`config.mk`:
```
export PLATFORM = sky130hd
export DESIGN_NAME = wb_port_arbiter_flat
export DESIGN_NICKNAME = d
export VERILOG_FILES = /design/src/rtl/wb_port_arbiter_if.sv /design/src/rtl/wb_port_arbiter.sv /design/src/flat_wrapper.sv
export SDC_FILE = /design/constraint.sdc
export NUM_CORES = 1
export LEC_CHECK = 0
export ABC_AREA = 1
export ABC_CLOCK_PERIOD_IN_PS = 2700
export CORE_ASPECT_RATIO = 0.7
export CORE_MARGIN = 2
export CORE_UTILIZATION = 45
export DETAILED_ROUTE_END_ITERATION = 7
export GPL_ROUTABILITY_DRIVEN = 0
export GPL_TIMING_DRIVEN = 0
export PLACE_DENSITY = 0.68
export SLEW_MARGIN = 15
export SYNTH_ARGS = -nofsm -noshare
export SYNTH_HDL_FRONTEND = slang
export SYNTH_SLANG_ARGS = --single-unit
```
`constraint.sdc`:
```
create_clock -name clk -period 2.7 [get_ports clk]
set_input_delay 0.27 -clock clk [delete_from_list [all_inputs] [get_ports clk]]
set_output_delay 0.27 -clock clk [all_outputs]
set_load 0.005 [all_outputs]
```
`src/rtl/wb_port_arbiter_if.sv`:
```
// Purpose: bundles the pipeline write-back, multi-cycle result and register-file
//          write-port signals of wb_port_arbiter into one connection.
// Ports:   pipe_* (write-back in), mc_* (valid/ready result in), rf_* (write out),
//          pend_mask_o (queued-destination mask), stall_o (issue-stall request).
interface wb_port_arbiter_if #(
    parameter int DWIDTH = 32,
    parameter int RWIDTH = 5
);
    logic                   pipe_we_i;
    logic [RWIDTH-1:0]      pipe_rd_i;
    logic [DWIDTH-1:0]      pipe_data_i;
    logic                   mc_valid_i;
    logic                   mc_ready_o;
    logic [RWIDTH-1:0]      mc_rd_i;
    logic [DWIDTH-1:0]      mc_data_i;
    logic                   rf_we_o;
    logic [RWIDTH-1:0]      rf_rd_o;
    logic [DWIDTH-1:0]      rf_data_o;
    logic [2**RWIDTH-1:0]   pend_mask_o;
    logic                   stall_o;

    // Arbiter side.
    modport slave (
        input  pipe_we_i, pipe_rd_i, pipe_data_i,
        input  mc_valid_i, mc_rd_i, mc_data_i,
        output mc_ready_o,
        output rf_we_o, rf_rd_o, rf_data_o,
        output pend_mask_o, stall_o
    );

    // Requester / register-file side.
    modport master (
        output pipe_we_i, pipe_rd_i, pipe_data_i,
        output mc_valid_i, mc_rd_i, mc_data_i,
        input  mc_ready_o,
        input  rf_we_o, rf_rd_o, rf_data_o,
        input  pend_mask_o, stall_o
    );
endinterface

```
`src/rtl/wb_port_arbiter.sv`:
```
// Purpose: arbitrates the single register-file write port between pipeline
//          write-back (always wins) and buffered multi-cycle results.
// Latency: 1 cycle from winning request to rf_* (registered outputs).
// Backpressure: mc_ready_o drops while the result FIFO is full; pipeline has
//          none, but stall_o asks it to pause when a queued result starves.
// Ports:   clk, reset (async, active-low), bus (wb_port_arbiter_if.slave).
module wb_port_arbiter #(
    parameter int DWIDTH     = 32,
    parameter int RWIDTH     = 5,
    parameter int FIFO_DEPTH = 4,
    parameter int STARVE_MAX = 8
) (
    input  logic                clk,
    input  logic                reset,
    wb_port_arbiter_if.slave    bus
);
    localparam int PW = $clog2(FIFO_DEPTH);
    localparam int CW = PW + 1;
    localparam int AW = $clog2(STARVE_MAX + 1);
    localparam int NREG = 2**RWIDTH;

    typedef enum logic {RUN, STALL} state_t;

    // FIFO storage and bookkeeping
    logic [RWIDTH-1:0]  rd_mem   [FIFO_DEPTH];
    logic [DWIDTH-1:0]  data_mem [FIFO_DEPTH];
    logic [PW-1:0]      rd_ptr_q, wr_ptr_q;
    logic [CW-1:0]      count_q, count_d;
    logic [AW-1:0]      age_q, age_d;
    state_t             state_q, state_d;

    logic               rf_we_q, rf_we_d;
    logic [RWIDTH-1:0]  rf_rd_q, rf_rd_d;
    logic [DWIDTH-1:0]  rf_data_q, rf_data_d;

    logic fifo_empty, mc_xfer, pipe_wr, pop, bypass, push;

    assign fifo_empty = (count_q == '0);
    assign bus.mc_ready_o = (count_q != CW'(FIFO_DEPTH));
    assign mc_xfer    = bus.mc_valid_i & bus.mc_ready_o;
    // Writes to x0 are architecturally invisible, so they never claim the port.
    assign pipe_wr    = bus.pipe_we_i & (bus.pipe_rd_i != '0);
    assign pop        = ~pipe_wr & ~fifo_empty;
    // Skip the FIFO entirely when it is empty and the port is free this cycle.
    assign bypass     = ~pipe_wr & fifo_empty & mc_xfer & (bus.mc_rd_i != '0);
    // x0 results are accepted (handshake completes) but dropped here.
    assign push       = mc_xfer & (bus.mc_rd_i != '0) & ~bypass;

    assign count_d = count_q + CW'(push) - CW'(pop);

    // Write-port selection, fixed priority: pipe, FIFO head, bypass.
    always_comb begin
        rf_we_d   = 1'b0;
        rf_rd_d   = rf_rd_q;
        rf_data_d = rf_data_q;
        if (pipe_wr) begin
            rf_we_d   = 1'b1;
            rf_rd_d   = bus.pipe_rd_i;
            rf_data_d = bus.pipe_data_i;
        end else if (pop) begin
            rf_we_d   = 1'b1;
            rf_rd_d   = rd_mem[rd_ptr_q];
            rf_data_d = data_mem[rd_ptr_q];
        end else if (bypass) begin
            rf_we_d   = 1'b1;
            rf_rd_d   = bus.mc_rd_i;
            rf_data_d = bus.mc_data_i;
        end
    end

    // Age of the current head: cycles it has waited without draining.
    always_comb begin
        age_d = age_q;
        if (fifo_empty || pop) begin
            age_d = '0;
        end else if (age_q != AW'(STARVE_MAX)) begin
            age_d = age_q + AW'(1);
        end
    end

    always_comb begin
        state_d = state_q;
        case (state_q)
            RUN:     if (age_q == AW'(STARVE_MAX)) state_d = STALL;
            STALL:   if (fifo_empty)               state_d = RUN;
            default: state_d = RUN;
        endcase
    end

    // One bit per queued destination; slot i is live when its distance from
    // the read pointer is below the occupancy count.
    always_comb begin
        logic [PW-1:0] off;
        off = '0;
        bus.pend_mask_o = '0;
        for (int i = 0; i < FIFO_DEPTH; i++) begin
            off = PW'(i) - rd_ptr_q;
            if (CW'(off) < count_q) begin
                bus.pend_mask_o[rd_mem[i]] = 1'b1;
            end
        end
    end

    always_ff @(posedge clk or negedge reset) begin
        if (!reset) begin
            rd_ptr_q  <= '0;
            wr_ptr_q  <= '0;
            count_q   <= '0;
            age_q     <= '0;
            state_q   <= RUN;
            rf_we_q   <= 1'b0;
            rf_rd_q   <= '0;
            rf_data_q <= '0;
        end else begin
            if (pop)  rd_ptr_q <= rd_ptr_q + PW'(1);
            if (push) wr_ptr_q <= wr_ptr_q + PW'(1);
            count_q   <= count_d;
            age_q     <= age_d;
            state_q   <= state_d;
            rf_we_q   <= rf_we_d;
            rf_rd_q   <= rf_rd_d;
            rf_data_q <= rf_data_d;
        end
    end

    // Payload storage needs no reset; occupancy is tracked by count_q.
    always_ff @(posedge clk) begin
        if (push) begin
            rd_mem[wr_ptr_q]   <= bus.mc_rd_i;
            data_mem[wr_ptr_q] <= bus.mc_data_i;
        end
    end

    assign bus.rf_we_o   = rf_we_q;
    assign bus.rf_rd_o   = rf_rd_q;
    assign bus.rf_data_o = rf_data_q;
    assign bus.stall_o   = (state_q == STALL);
endmodule

```
`src/flat_wrapper.sv`:
```
// flat-port wrapper written by rule: the top's interface ports become plain ports
module wb_port_arbiter_flat 
#(
    parameter int DWIDTH     = 32,
    parameter int RWIDTH     = 5,
    parameter int FIFO_DEPTH = 4,
    parameter int STARVE_MAX = 8
)
  (clk, reset, bus_pipe_we_i, bus_pipe_rd_i, bus_pipe_data_i, bus_mc_valid_i, bus_mc_rd_i, bus_mc_data_i, bus_mc_ready_o, bus_rf_we_o, bus_rf_rd_o, bus_rf_data_o, bus_pend_mask_o, bus_stall_o);
  wb_port_arbiter_if #(.DWIDTH(DWIDTH), .RWIDTH(RWIDTH)) bus_i ();
  input  logic clk;
  input  logic reset;
  input wire logic [$bits(bus_i.pipe_we_i)-1:0] bus_pipe_we_i;
  input wire logic [$bits(bus_i.pipe_rd_i)-1:0] bus_pipe_rd_i;
  input wire logic [$bits(bus_i.pipe_data_i)-1:0] bus_pipe_data_i;
  input wire logic [$bits(bus_i.mc_valid_i)-1:0] bus_mc_valid_i;
  input wire logic [$bits(bus_i.mc_rd_i)-1:0] bus_mc_rd_i;
  input wire logic [$bits(bus_i.mc_data_i)-1:0] bus_mc_data_i;
  output wire logic [$bits(bus_i.mc_ready_o)-1:0] bus_mc_ready_o;
  output wire logic [$bits(bus_i.rf_we_o)-1:0] bus_rf_we_o;
  output wire logic [$bits(bus_i.rf_rd_o)-1:0] bus_rf_rd_o;
  output wire logic [$bits(bus_i.rf_data_o)-1:0] bus_rf_data_o;
  output wire logic [$bits(bus_i.pend_mask_o)-1:0] bus_pend_mask_o;
  output wire logic [$bits(bus_i.stall_o)-1:0] bus_stall_o;
  assign bus_i.pipe_we_i = bus_pipe_we_i;
  assign bus_i.pipe_rd_i = bus_pipe_rd_i;
  assign bus_i.pipe_data_i = bus_pipe_data_i;
  assign bus_i.mc_valid_i = bus_mc_valid_i;
  assign bus_i.mc_rd_i = bus_mc_rd_i;
  assign bus_i.mc_data_i = bus_mc_data_i;
  assign bus_mc_ready_o = bus_i.mc_ready_o;
  assign bus_rf_we_o = bus_i.rf_we_o;
  assign bus_rf_rd_o = bus_i.rf_rd_o;
  assign bus_rf_data_o = bus_i.rf_data_o;
  assign bus_pend_mask_o = bus_i.pend_mask_o;
  assign bus_stall_o = bus_i.stall_o;
  wb_port_arbiter #(.DWIDTH(DWIDTH), .RWIDTH(RWIDTH), .FIFO_DEPTH(FIFO_DEPTH), .STARVE_MAX(STARVE_MAX)) u_core (.clk(clk), .reset(reset), .bus(bus_i));
endmodule
```
==> run summary, run 1 <==
The run finished, with violations left. The final reports fail on setup timing. The detail route stage leaves a number of antenna-violating nets equal to 0. Final count of hold timing violations: 0.

The finished layout holds 1712 standard cells, fillers aside. The net count after synthesis is 1284, and the proportion of netlist area held by the largest area contributor is 0.446. Yosys mapped the design onto 26 distinct sky130hd cell types. The first-pass GRT wire length was 49000 um; the remaining global-route overflow was 0. In this run the number of H-tree levels came out at 4.

The tools report the total of endpoints with negative setup slack in the final report as 1. The number of standard cells after synthesis came out at 1193. The post-synthesis area per instance is 8.35 um2. The setup skew after layout is 15.5 ps.

The sequential-to-total area share from yosys stat is 0.572. The worst hold path class is primary input to asynchronous set/reset pin. Power spread over the standard cell area amounts to 1030 nW/um2.

The total iterations of the first detailed-routing run was 7; the via count of the first global-routing pass was 8945. The worst setup path is launched from a register. The run gives 0 as the number of warnings reported in the yosys synthesis log. The clock-pin slew of the registers on the worst-case setup and hold paths works out to 80 ps. The buffer levels on the longest clock path was 2; the HPWL after detailed placement was 20700 um.

For the pin with the worst max-slew slack, the measured transition is 811 ps. After detailed routing, the number of remaining DRC violations is 0. The number of input and output port buffers inserted was 149. The logs give 17 for the TritonCTS buffer count and 0 for the max-capacitance violation count. The start point of the critical path is u_core.rd_ptr_q[0]. In this run the cell area measured after placement is 11900 um2.

In this run the vertical extent of the chip is 128 um. In the routed layout, each cell is associated on average with a via count of 5.46. The standard-cell row count is 45. Type of the setup path with the least slack: register to output port.

The share of final-layout standard cells stronger than drive strength 1 was 0.134; the share of the core filled with cells in the final layout was 0.611. Setup repair after global routing could not meet its margin everywhere. In this run the clock root is driven by a sky130_fd_sc_hd__clkbuf_16.

The final number of max-transition violations was 0. The run gives -6.14 ps as the worst setup margin. sky130_fd_sc_hd__edfxtp_1 takes more of the synthesized area than any other cell. The maximum vdd ir drop was 0.592 mV. The completed layout was analyzed and its total power is 13.7 mW.

0 antenna diodes ended up in the layout. The final instance area was 13300 um2. The tools report the clock sink count as 198. The shortest period the worst path allows works out to 2710 ps. TritonCTS built the clock tree.

The run gives 450 ps as the clock network latency to the later pin of the worst-skew pair. Leaving out fill and tap cells, the most frequent cell in the layout is sky130_fd_sc_hd__nand2_1. Leaving out fill and tap cells, the most frequent cells in the layout are sky130_fd_sc_hd__nand2_1, sky130_fd_sc_hd__edfxtp_1, sky130_fd_sc_hd__nand3_1. The width of the die was 182 um. The number of top-level design ports came out at 150.

The source of the worst register-to-register timing path was u_core.count_q[1]. The routed layout has 9351 vias. Summed over all cells, the static leakage comes to 5.81 nW. Data on the critical path is required at its endpoint by 2430 ps. The synthesized design contains 198 register bits.

The synthesized cell area came out at 9960 um2. Of all nets on the critical path, the largest fanout is 5. For this run, the post-layout net count is 1508. Including well taps, the total number of placed cells is 1628. The run gives -6.14 ps as the total negative setup slack.

The mean routed wirelength per cell works out to 18.7 um. The tools report the wire length reported by the detailed router as 32000 um. Number of antenna violations at the first check in global routing: 1. The pin count of the biggest net entering global routing is 51.

In the post-synthesis netlist, the biggest area contributors are sky130_fd_sc_hd__edfxtp_1, sky130_fd_sc_hd__nand2_1, sky130_fd_sc_hd__dfrtp_1. For the area of the core, the log shows 21700 um2. For the initial core utilization, the log shows 0.459. The logs give 0.458 for the max-slew headroom at the worst pin and 1032 for the DRC violation total after the first TritonRoute iteration. The post-synthesis to final-layout area growth was 33.1%; the highest clock frequency the design can meet was 370 MHz.

Critical path capture point type: an output port. STA puts the critical path data arrival time at 2440 ps. The share of the clock period used by the worst path is 1.00, and the combined global-route utilization of all metal layers is 0.276. The die covers 23400 um2.
-- routing by layer --
metal	vias up	wire (um)	global-route usage
li1	4342	-	-
met1	4358	13800	0.392
met2	556	13700	0.412
met3	93	3640	0.0784
met4	2	800	0.0880
met5	-	13	0
-- flip-flops by register name, summed over array words and instances (netlist names), 2 cells and up --
signal                cells
u_core.data_mem         128
u_core.bus.rf_data_o     32
u_core.rd_mem            20
u_core.bus.rf_rd_o        5
u_core.age_q              4
u_core.count_q            3
u_core.rd_ptr_q           2
u_core.wr_ptr_q           2
-- worst paths after layout --
path / slack (ps) / depth (start not counted) / to
worst max-delay path: -6 / 14 / bus_pend_mask_o[21]
worst min-delay path: 400 / 2 / u_core.bus.rf_data_o[28]
worst max register to register: 70 / 7 / u_core.data_mem[3][31]
worst min register to register: 480 / 2 / u_core.bus.rf_data_o[0]
max in group asynchronous: 1760 / 2 / u_core.count_q[1]
min in group clk: 480 / 5 / u_core.bus.rf_data_o[0]
-- cells in the mapped netlist --
| cell type | count |
|---|---|
| sky130_fd_sc_hd__dfrtp_1 | 50 |
| sky130_fd_sc_hd__or2_2 | 2 |
| sky130_fd_sc_hd__fa_1 | 1 |
| sky130_fd_sc_hd__edfxtp_1 | 148 |
| sky130_fd_sc_hd__clkinv_1 | 1 |
| sky130_fd_sc_hd__buf_1 | 2 |
| sky130_fd_sc_hd__nand3_1 | 128 |
| sky130_fd_sc_hd__nand4_1 | 33 |
| sky130_fd_sc_hd__a21oi_1 | 3 |
| sky130_fd_sc_hd__inv_2 | 3 |
| sky130_fd_sc_hd__clkbuf_1 | 29 |
| sky130_fd_sc_hd__nor3_1 | 23 |
| sky130_fd_sc_hd__nor3_2 | 1 |
| sky130_fd_sc_hd__nor2_2 | 5 |
| sky130_fd_sc_hd__xnor2_1 | 3 |
| sky130_fd_sc_hd__o21ai_0 | 2 |
| sky130_fd_sc_hd__nand2_1 | 642 |
| sky130_fd_sc_hd__xor2_1 | 3 |
| sky130_fd_sc_hd__buf_2 | 16 |
| sky130_fd_sc_hd__ha_1 | 12 |
| sky130_fd_sc_hd__a21oi_2 | 1 |
| sky130_fd_sc_hd__buf_4 | 9 |
| sky130_fd_sc_hd__nor2_1 | 27 |
| sky130_fd_sc_hd__nor3_4 | 1 |
| sky130_fd_sc_hd__inv_1 | 46 |
| sky130_fd_sc_hd__and3_1 | 2 |
-- final cells by class --
| cell class | count | area [um2] |
|---|---|---|
| Buffer | 54 | 319 |
| Clock buffer | 17 | 425 |
| Clock inverter | 15 | 141 |
| Fill cell | 1796 | 8420 |
| Inverter | 50 | 201 |
| Multi-Input combinational cell | 889 | 4110 |
| Sequential cell | 198 | 5700 |
| Tap cell | 282 | 353 |
| Timing Repair Buffer | 207 | 2010 |
-- worst max-delay path, cell delays in order, from the launching register on --
cell,delay (ps)
sky130_fd_sc_hd__dfrtp_1,390
sky130_fd_sc_hd__buf_6,140
sky130_fd_sc_hd__inv_6,70
sky130_fd_sc_hd__buf_8,90
sky130_fd_sc_hd__nand2_4,40
sky130_fd_sc_hd__nand2_4,80
sky130_fd_sc_hd__inv_4,50
sky130_fd_sc_hd__ha_4,140
sky130_fd_sc_hd__nand2_1,160
sky130_fd_sc_hd__nand2_8,110
sky130_fd_sc_hd__nor2_4,220
sky130_fd_sc_hd__buf_6,160
sky130_fd_sc_hd__nand2_1,70
sky130_fd_sc_hd__nand4_1,120
sky130_fd_sc_hd__buf_2,130
-- cells by family (layout without fill, tap and decap cells) --
group                      Yosys count  count (layout)  share of synthesized area
AOI/OAI and AO/OA                    6               6                    0.00339
xor gates and xnor gates             6               6                    0.00528
adders and majority gates           13              13                     0.0171
buffers and inverters              106             343                     0.0454
DFF                                198             198                      0.572
and+or+nand+nor                    864             864                      0.357
-- through the flow --
step / hold slack [ps] / setup slack [ps]
6_report: 405 / -6.14
2_1_floorplan: -25.6 / -343
4_1_cts: 430 / -41.8
3_3_place_gp: 462 / -2090
5_1_grt: 476 / -73.6
3_5_place_dp: 367 / -678
-- repair_timing --
item                                    CTS  global route
hold endpoints to repair                 50             0
pin swaps                                31            19
buffers inserted                         43            11
resized for setup                       192            24
hold buffers                              1             0
endpoints found under the setup margin   49            34
-- power breakdown --
| part | switching [mW] | total (mW) | internal, mW |
|---|---|---|---|
| clock | 1.24 | 2.47 | 1.22 |
| sequential | 0.385 | 4.49 | 4.11 |
| combinational | 4.02 | 6.74 | 2.71 |
| total | 5.65 | 13.7 | 8.05 |
(Power assumes the default switching activity.)
==> inputs of run 2 (changes only) <==
Settings changed: SETUP_SLACK_MARGIN from default to 0.02.
==> run 2 against run 1 <==
Against the previous run: the run still ends with setup timing left; design area is 0.41% lower; flip-flop and latch count is the same; non-clock buffer count decreased by 4; via count down 0.55%; largest power group unchanged; critical path type unchanged; clock skew shrank 2.4 ps.
==> run summary, run 2 (synthesis results as in run 1) <==
In this run, CTS created clock tree buffers numbering 17. The cell-internal power is 8.00 mW, and the share of final-layout standard cells stronger than drive strength 1 is 0.141. The buffer levels on the longest clock path is 2. Cell seen most often among critical-path stages: sky130_fd_sc_hd__buf_6. The tools report the net switching power as 5.64 mW. The worst setup path is launched from a register. The register with the most flip-flops in the layout has 128 of them.

Input and output buffers added on the ports amount to 149. In this run the cell area measured after placement is 11900 um2. Clock-pin slew was measured on the worst setup and hold paths at 80 ps. The worst setup slack after placement was -678 ps. The logs give 0.180 for the clock share of power and 0 for the residual DRC count. The finished cells cover 13200 um2. For this run, the detailed router's first-pass iteration total came to 5. The arrival time of data at the critical path endpoint is 2440 ps, and the buffer and inverter count on the worst path is 7. The max-slew headroom at the worst pin was 0.434. The maximum vdd ir drop is 0.574 mV.

For this block, the via count after detailed routing is 9300. Number of antenna violations at the first check in global routing: 1. In the final routed layout, each cell accounts on average for 18.7 um.

The start point of the critical path was u_core.rd_ptr_q[0]. The flow ran to the end, but the final reports show violations. The later pin in the worst-skew pair is clocked with a latency of 450 ps. In this run the remaining antenna-violating nets after routing total 0. Setup repair after global routing could not meet its margin everywhere. After layout, the design draws a total of 13.6 mW. TritonCTS built the clock tree. The post-layout instance count excluding filler cells came out at 1710. STA classifies the critical path endpoint as an output port.

Width of the die: 182 um. The per-cell via count in the routed design is 5.44. In this run the static leakage power is 5.78 nW. The final number of max-transition violations came out at 0.

The logs give 0 for the final count of hold timing violations and 0 for the remaining global-route overflow. The tools report the source of the worst register-to-register timing path as u_core.count_q[1]. The antenna diode instance count was 0; the floorplan die area was 23400 um2. Entering global routing, the biggest net connects 51 pins.

In this run, the number of DRC markers left after iteration 0 of detailed routing was 1096. The area of the core was 21700 um2; the setup skew after layout was 13.0 ps. The max-capacitance violation count is 0, and the clock sink count is 198.

The via count of the first global-routing pass was 8947. The checks that failed: setup timing. The standard-cell row count is 45, and the number of top-level design ports is 150.

The delay contributed by the slowest stage of the critical path works out to 390 ps. The signal on the critical path passes through buf_6 -> inv_6 -> buf_8 -> nand2_4 -> nand2_4 -> inv_4 -> ha_4 -> nand3_4 -> nand2_8 -> nor2_4 -> buf_6 -> buf_6 -> nand2_2 -> nand4_1 -> buf_2. The cell family contributing the most delay on the critical path was buffers and inverters. Compared with the post-synthesis result, the final layout area differs by 32.5%. The required arrival time at the worst endpoint came out at 2430 ps.

At the pin with the least slew margin, the transition time is 849 ps. The initial core utilization came out at 0.459. The fraction of power consumed by sequential logic was 0.330. The number of cells after detailed placement was 1628; the power density normalized to cell area was 1030 nW/um2. Most frequent standard cell in the layout excluding fill and tap cells: sky130_fd_sc_hd__nand2_1.

The wire length reported by the detailed router was 32000 um; the vertical die dimension was 128 um. Timing would allow up to 369 MHz. The total of endpoints with negative setup slack in the final report is 1. Worst hold path class: primary input to asynchronous set/reset pin. The setup path with the least slack is of type register to output port. The shortest period the worst path allows was 2710 ps. The highest fanout seen on the critical path was 5. Cell at the root of the clock tree: sky130_fd_sc_hd__clkbuf_16. The worst setup margin was -8.78 ps. The final net count was 1506. The library cell contributing the largest single delay on the critical path is sky130_fd_sc_hd__dfrtp_1. The register ranked first by flip-flop count is u_core.data_mem. The first global-routing pass estimated 48900 um of wire. The switching power as a share of total power works out to 0.413.

The library cells used most frequently in the layout, excluding fill and tap cells, are sky130_fd_sc_hd__nand2_1, sky130_fd_sc_hd__edfxtp_1, sky130_fd_sc_hd__nand3_1. The share of the clock period used by the worst path came out at 1.00. The tools report the logic gate share of total power as 0.490. The H-tree was split into 4 levels.

The HPWL after detailed placement came out at 20700 um. Combined global-route utilization of all metal layers: 0.276.
[run 2: layer usage]
metal / track usage / part of all wire / vias to the layer above
li1: - / - / 4344
met1: 0.391 / 0.43 / 4327
met2: 0.414 / 0.43 / 536
met3: 0.0767 / 0.11 / 91
met4: 0.0890 / 0.022 / 2
met5: 0 / 0.00041 / -
[run 2: power groups by stage]
| stage | Combinational, mW | Clock, mW | Sequential [mW] |
|---|---|---|---|
| final | 6.68 | 2.46 | 4.49 |
| after global routing | 7.25 | 2.59 | 4.57 |
| after CTS | 6.44 | 2.48 | 4.48 |
| after detailed placement | 5.29 | 0 | 4.54 |
| after global placement | 5.09 | 0 | 4.57 |
| after floorplan | 2.92 | 0 | 4.51 |
[run 2: path summary, 6_finish.rpt]
path                                       endpoint  slack, ps  cells after the start
max reg2reg                       u_core.count_q[1]        200                     10
max                              bus_pend_mask_o[1]         -9                     15
min in group clk            u_core.bus.rf_data_o[0]        480                      2
min reg2reg                 u_core.bus.rf_data_o[0]        480                      2
min                        u_core.bus.rf_data_o[28]        400                      2
max in group asynchronous         u_core.count_q[1]       1770                      2
[run 2: cell type report]
| type | instances | area (um2) |
|---|---|---|
| multi-input cells | 891 | 4130 |
| fillers | 1815 | 8480 |
| clock buffers | 17 | 425 |
| plain buffers | 54 | 319 |
| well taps | 282 | 353 |
| inverters | 50 | 205 |
| repair buffers | 203 | 1930 |
| clock inverters | 15 | 141 |
| flip-flops and latches | 198 | 5700 |
[run 2: worst register-to-register path: cells and delay by family, from the launching register on]
family / cells / cell delay (ps)
fa+ha+maj: 3 / 920
buf+inv: 5 / 670
flops: 1 / 430
simple gates: 2 / 380
[run 2: repair_timing]
item / 4_1_cts / 5_1_grt
resized for setup: 216 / 18
endpoints found under the setup margin: 67 / 55
pin swaps: 32 / 16
buffers inserted: 43 / 7
endpoints found under the hold margin: 50 / 0
hold buffers: 1 / 0
gates cloned: 0 / 2
[run 2: per-stage QoR]
stage | utilization | hold slack [ps] | setup TNS, ps
finish | 0.609 | 396 | -8.78
global placement | 0.545 | 462 | -339820
detailed placement | 0.550 | 367 | -27410
CTS | 0.607 | 430 | -89.6
global route | 0.609 | 476 | -233
floorplan | - | -25.6 | -50740
==> inputs of run 3 (changes only) <==
Settings changed: RECOVER_POWER from default to 25.
==> run 3 against run 2 <==
Against the previous run: the flow still finishes with violations (setup timing); combinational power barely moved; sequential power is essentially flat; core utilization hardly changed; worst hold slack gained 3.5 ps; first-iteration DRC count rose by 0.18%; clock-buffer cell count stayed put; global-route usage unchanged; clock skew is essentially flat; fmax is 0.25% higher; sequential share of layout area barely moved; flip-flop and latch count is the same; critical path type unchanged; largest cell class unchanged.
==> run summary, run 3 (synthesis results as in run 1) <==
The flow ran to the end, but the final reports show violations. The checks that failed: setup timing. Together, buffers and inverters on the worst path number 7. The DRC violation total after the first TritonRoute iteration is 1098, and the vertical die dimension is 128 um.

Setup repair after global routing could not meet its margin everywhere. For the clock network latency to the later pin of the worst-skew pair, the log shows 450 ps. The worst setup path is captured at an output port. In this run the standard cell core region covers 21700 um2. Traced cell by cell, the critical path runs through buf_6 -> inv_6 -> buf_8 -> nand2_4 -> nand2_4 -> inv_4 -> ha_4 -> nand3_4 -> nand2_8 -> nor2_4 -> buf_6 -> buf_6 -> nand2_2 -> nand4_1 -> buf_2. The logs give 1 for the total of endpoints with negative setup slack in the final report and 0 for the final number of max-transition violations. In this run the power density over the cells is 1030 nW/um2. The top cell types in the final layout, fill and taps aside, are sky130_fd_sc_hd__nand2_1, sky130_fd_sc_hd__edfxtp_1, sky130_fd_sc_hd__nand3_1. The number of flip-flops under the largest register name was 128. The register with the most flip-flops in the final layout is u_core.data_mem. The critical path in this run is classified as register to output port.

The instance area after placement is 11900 um2. Most frequent standard cell in the layout excluding fill and tap cells: sky130_fd_sc_hd__nand2_1. The share of the clock period used by the worst path is 1.00. The number of top-level design ports is 150. The delay contributed by the slowest stage of the critical path works out to 390 ps. Library cell contributing the largest single delay on the critical path: sky130_fd_sc_hd__dfrtp_1.

The area growth from synthesis to layout is 32.6%. The clock-pin slew of the registers on the worst-case setup and hold paths came out at 80 ps. Number of input and output port buffers inserted: 149. The per-cell via count in the routed design was 5.45; the static leakage power was 5.79 nW. At the pin with the least slew margin, the transition time is 842 ps.

Once detailed placement completed, the half-perimeter wirelength came to 20700 um. The final count of hold timing violations was 0. Number of cells after detailed placement: 1628. For the worst setup path, the data arrival time is 2430 ps. For this run the aggregate overflow at the end of global routing stands at 0.

For this run, the detailed router's first-pass iteration total came to 7. STA classifies the critical path startpoint as a register. The standard-cell row count was 45. The tools report the number of vias in the routed layout as 9319. The wire length reported by the detailed router was 32100 um; the share of final-layout standard cells stronger than drive strength 1 was 0.141.

For the required arrival time at the worst endpoint, the log shows 2430 ps. TritonCTS built the clock tree. Clock tree synthesis selected as its root buffer the cell sky130_fd_sc_hd__clkbuf_16.

The die covers 23400 um2. The buffer levels on the longest clock path was 2; the fill cell total of the finished layout was 1814. Entering global routing, the biggest net connects 51 pins. Cell family contributing the most delay on the critical path: buffers and inverters. In this run, CTS created clock tree buffers numbering 17.

The width of the die is 182 um, and the number of antenna violations at the first check in global routing is 2. For this run, the post-layout net count is 1506. The combined global-route utilization of all metal layers is 0.276. For the via count of the first global-routing pass, the log shows 8947. Among the stages of the critical path, the cell type that occurs most often is sky130_fd_sc_hd__buf_6.

The finished layout holds 1711 standard cells, fillers aside. The highest clock frequency the design can meet is 370 MHz, and the max-capacitance violation count is 0. The run gives 0 as the post-route antenna net violation count.

In this run the worst path has a maximum fanout of 5. The max-slew headroom at the worst pin is 0.438, and the H-tree depth is 4. Counting buffers and inverters, the worst setup path is 15 cells deep. The final instance area was 13200 um2. The shortest period the worst path allows came out at 2700 ps.

The setup skew after layout came out at 13.0 ps. Dividing the detail-routed wire length by the instance count gives 18.7 um. The worst hold path class was primary input to asynchronous set/reset pin. The residual DRC count was 0; the initial core utilization was 0.459. The run gives 198 as the clock sink count.

The worst setup margin came out at -2.02 ps. First-pass GRT wire length: 48900 um. Across the VDD grid, the largest voltage drop is 0.572 mV. Counting cells, the worst reg-to-reg path comes to 10.
[run 3: area by class of cell]
type	count	area, um2	share of cell area
antenna	1	2.50	0.000190
buffer	54	319	0.0242
clock buffer	17	425	0.0322
clock inverter	15	141	0.0107
inverter	50	205	0.0155
multi-input combinational	891	4130	0.313
sequential	198	5700	0.432
tap	282	353	0.0267
timing repair buffer	203	1930	0.146
[run 3: where the power goes]
group / switching (mW) / internal [mW] / total (mW) / leakage, nW
sequential: 0.385 / 4.11 / 4.49 / 1.96
combinational: 4.01 / 2.66 / 6.67 / 3.56
clock: 1.24 / 1.22 / 2.46 / 0.273
[run 3: per-layer routing]
layer	up-vias	routed length, um	GRT usage
met3	83	3610	0.0767
met1	4350	13900	0.391
met5	-	13	0
met4	2	683	0.0890
li1	4343	-	-
met2	541	13800	0.414
[run 3: timing repair]
action,in CTS,in global routing
pin swaps,32,16
setup buffers,43,7
setup endpoints to repair,67,55
endpoints found under the hold margin,50,0
resized for setup,216,18
hold buffers,1,0
gates cloned,0,2
[run 3: path summary, 6_finish.rpt]
| check | slack [ps] | startpoint | end |
|---|---|---|---|
| max | -2 | u_core.rd_ptr_q[0] | bus_pend_mask_o[1] |
| min | 400 | reset | u_core.bus.rf_data_o[28] |
| max reg2reg | 200 | u_core.count_q[1] | u_core.count_q[1] |
| min reg2reg | 480 | u_core.bus.rf_data_o[0] | u_core.bus.rf_data_o[0] |
| max in group asynchronous | 1760 | reset | u_core.count_q[1] |
| min in group clk | 480 | u_core.bus.rf_data_o[0] | u_core.bus.rf_data_o[0] |
[run 3: per-stage QoR]
step	hold slack, ps	worst slack, ps	TNS, ps	utilization	power [mW]
after global placement	462	-2090	-339820	0.545	9.66
final	399	-2.02	-2.02	0.609	13.6
after floorplan	-25.6	-343	-50740	-	7.43
after global routing	476	-60.8	-233	0.609	14.4
after CTS	430	-41.8	-89.6	0.607	13.4
after detailed placement	367	-678	-27410	0.550	9.83
==> RTL edit (flow settings as in run 1) <==
Reset style: synchronous (`reset`), changed in one clocked block. Comments in the files are not updated.
--- a/src/rtl/wb_port_arbiter.sv
+++ b/src/rtl/wb_port_arbiter.sv
@@ -101,7 +101,7 @@
         end
     end
 
-    always_ff @(posedge clk or negedge reset) begin
+    always_ff @(posedge clk) begin
         if (!reset) begin
             rd_ptr_q  <= '0;
             wr_ptr_q  <= '0;
Function: differs if reset is asserted again (counterexample within 4 cycles, from zero or initial values and one cycle with reset low); with reset held inactive, the same outputs for 4 cycles.
==> RTL edit against run 1 <==
Design area up 4.6%. Total power is 14% lower. Critical path depth shrank 2. Sequential power shrank 9.6%. Via count up 11%. Wire length rose by 7.4%. Worst setup slack gained 79 ps. Count of clock-buffer cells in the layout is 3 higher. Sequential cell count is 2 higher. Clock skew shrank 1.5 ps. Area after synthesis rose by 9.7%. Largest cell class unchanged.
==> RTL edit: results (changes against run 1) <==
timing.rr.start: "u_core.count_q[2]"  # was u_core.count_q[1]
ys_top_cells_by_area: "edfxtp_1, nand2_1, dfxtp_1"  # was edfxtp_1, nand2_1, dfrtp_1
ir_worst_vdd_mv: 0.530  # was 0.592 mV
grtUsageMet2_pct: 38.0  # was 41.2%
r2r_cells: 8  # was 7
worstHoldStart: "reset"
worst_r2r_endpoint: "u_core.data_mem[1][17]"  # was u_core.data_mem[3][31]
drive_above_1_share_pct: 9.31  # was 13.4%
post-place-ws_ps: -258  # was -678 ps
maxSlewHeadroom_pct: 34.2  # was 45.8%
p_leak_nw: 6.40  # was 5.81 nW
crit_arrival_ps: 2360  # was 2440 ps
max_freq_mhz: 381  # was 370 MHz
cp-startpoint: "u_core.rd_ptr_q[0]"  # unchanged
grtUsageMet3_pct: 7.93  # was 7.84%
placed_cell_area_sq_mm: 0.0129  # was 0.0119 sq mm
drt_iter0_markers: 1248  # was 1032
firstDrtPassIters: 6  # was 7
synth_ff_type: "edfxtp_1"  # unchanged
numCtsBuffers: 17  # unchanged
synthTopCellsByCount: "nand2_1, inv_1, nand3_1"  # was nand2_1, edfxtp_1, nand3_1
grt_start_max_net_pins: 23  # was 51
r2r_slack_ps: 210  # was 70 ps
use_met1_pct: 41.0  # was 39.2%
skew_ps: 14.0  # was 15.5 ps
regMostFlops: "u_core.data_mem"  # unchanged
nets: 1710  # was 1508
grt_pass1_vias: 9490  # was 8945
gr-usage-all-layers_pct: 27.1  # was 27.6%
synth_cell_types: 32  # was 26
max-clock-path-buffers: 2  # unchanged
status: "finished clean"  # was complete, but fails checks
numPortBuffers: 148  # was 149
vias_per_cell: 5.33  # was 5.46
synth_seq_area_share_pct: 50.2  # was 57.2%
crit_end: "bus_pend_mask_o[18]"  # was bus_pend_mask_o[21]
clk_latency_ps: 430  # was 450 ps
grt_pass1_wl_um: 52800  # was 49000 um
crit_fanout: 5  # unchanged
async_reset_ff_share_pct: 0  # was 25.3%
dp_hpwl_um: 24700  # was 20700 um
grt-busiest-layer: "met1"  # was met2
worst_hold_path_type: "in -> reg"  # was in -> async
syn_nets: 1526  # was 1284
yosys_warnings: 0  # unchanged
wl_um: 34300  # was 32000 um
antenna_found_initial: 2  # was 1
## RTL edit: cell count changes in the layout (fill, tap and decap cells not counted), sizes merged, moves of 24 or more
cell	change
dfxtp	+52
dfrtp	-50
nand3	+67
inv	+183
buf	-29
nand4	+24
nand2	-196
nor2	+111
## RTL edit: cell families after synthesis
kind of cell	after synthesis	share of synthesized area, %
DFF	200	50.2
AOI/OAI and AO/OA	28	1.37
adders and majority gates	13	1.56
xor gates and xnor gates	4	0.321
buffers and inverters	304	11.6
and+or+nand+nor	886	35.0
## RTL edit: how the worst min path moves through the flow
stage | endpoint | slack (ps) | cells after the start
after floorplan | u_core.data_mem[0][0] | 370 | 0
after CTS | u_core.bus.stall_o | 420 | 3
after detailed placement | u_core.bus.stall_o | 470 | 2
final | u_core.bus.stall_o | 440 | 3
after global placement | u_core.bus.stall_o | 470 | 2
after global routing | u_core.count_q[2] | 440 | 3
## RTL edit: area by class of cell
type,count,area (sq um)
diodes,2,5.00
plain buffers,69,415
clock buffers,20,479
clock inverters,12,104
fillers,2129,9890
inverters,235,888
multi-input cells,931,4350
flip-flops and latches,200,5500
well taps,318,398
repair buffers,165,1730
## RTL edit: metrics by stage
| stage | utilization [%] | power [W] | std cells |
|---|---|---|---|
| after global routing | 58.3 | 0.0124 | 1951 |
| after detailed placement | 54.4 | 0.00870 | 1905 |
| after floorplan | - | 0.00685 | 1435 |
| after global placement | 53.9 | 0.00857 | 1901 |
| final | 58.4 | 0.0118 | 1952 |
| after CTS | 57.8 | 0.0115 | 1944 |
## RTL edit: per-layer routing
| layer | up-vias | wire (um) |
|---|---|---|
| met5 | - | 0 |
| met4 | 0 | 448 |
| met2 | 545 | 14100 |
| li1 | 4962 | - |
| met3 | 39 | 4130 |
| met1 | 4850 | 15700 |
## RTL edit: repair_timing
action                                  in CTS  in global routing
gates resized for setup                     71                 26
pin swaps                                    5                 14
buffers inserted                             7                  6
endpoints found under the setup margin      32                 24
## RTL edit: report_power, final
part           leakage [nW]  internal (W)  switching (W)
clock network         0.287       0.00132        0.00120
registers              1.78       0.00381       0.000255
logic                  4.34       0.00202        0.00318
## RTL edit: critical path, cell delays in order (launching register included)
cell and delay (ps):
dfxtp_4 390, xor2_4 190, inv_2 70, ha_4 210, nand3_2 90, nand2_4 80
buf_12 140, nor3_4 150, buf_12 140, buf_6 120, nand2_1 50, nand3_1 100
clkdlybuf4s15_2 200
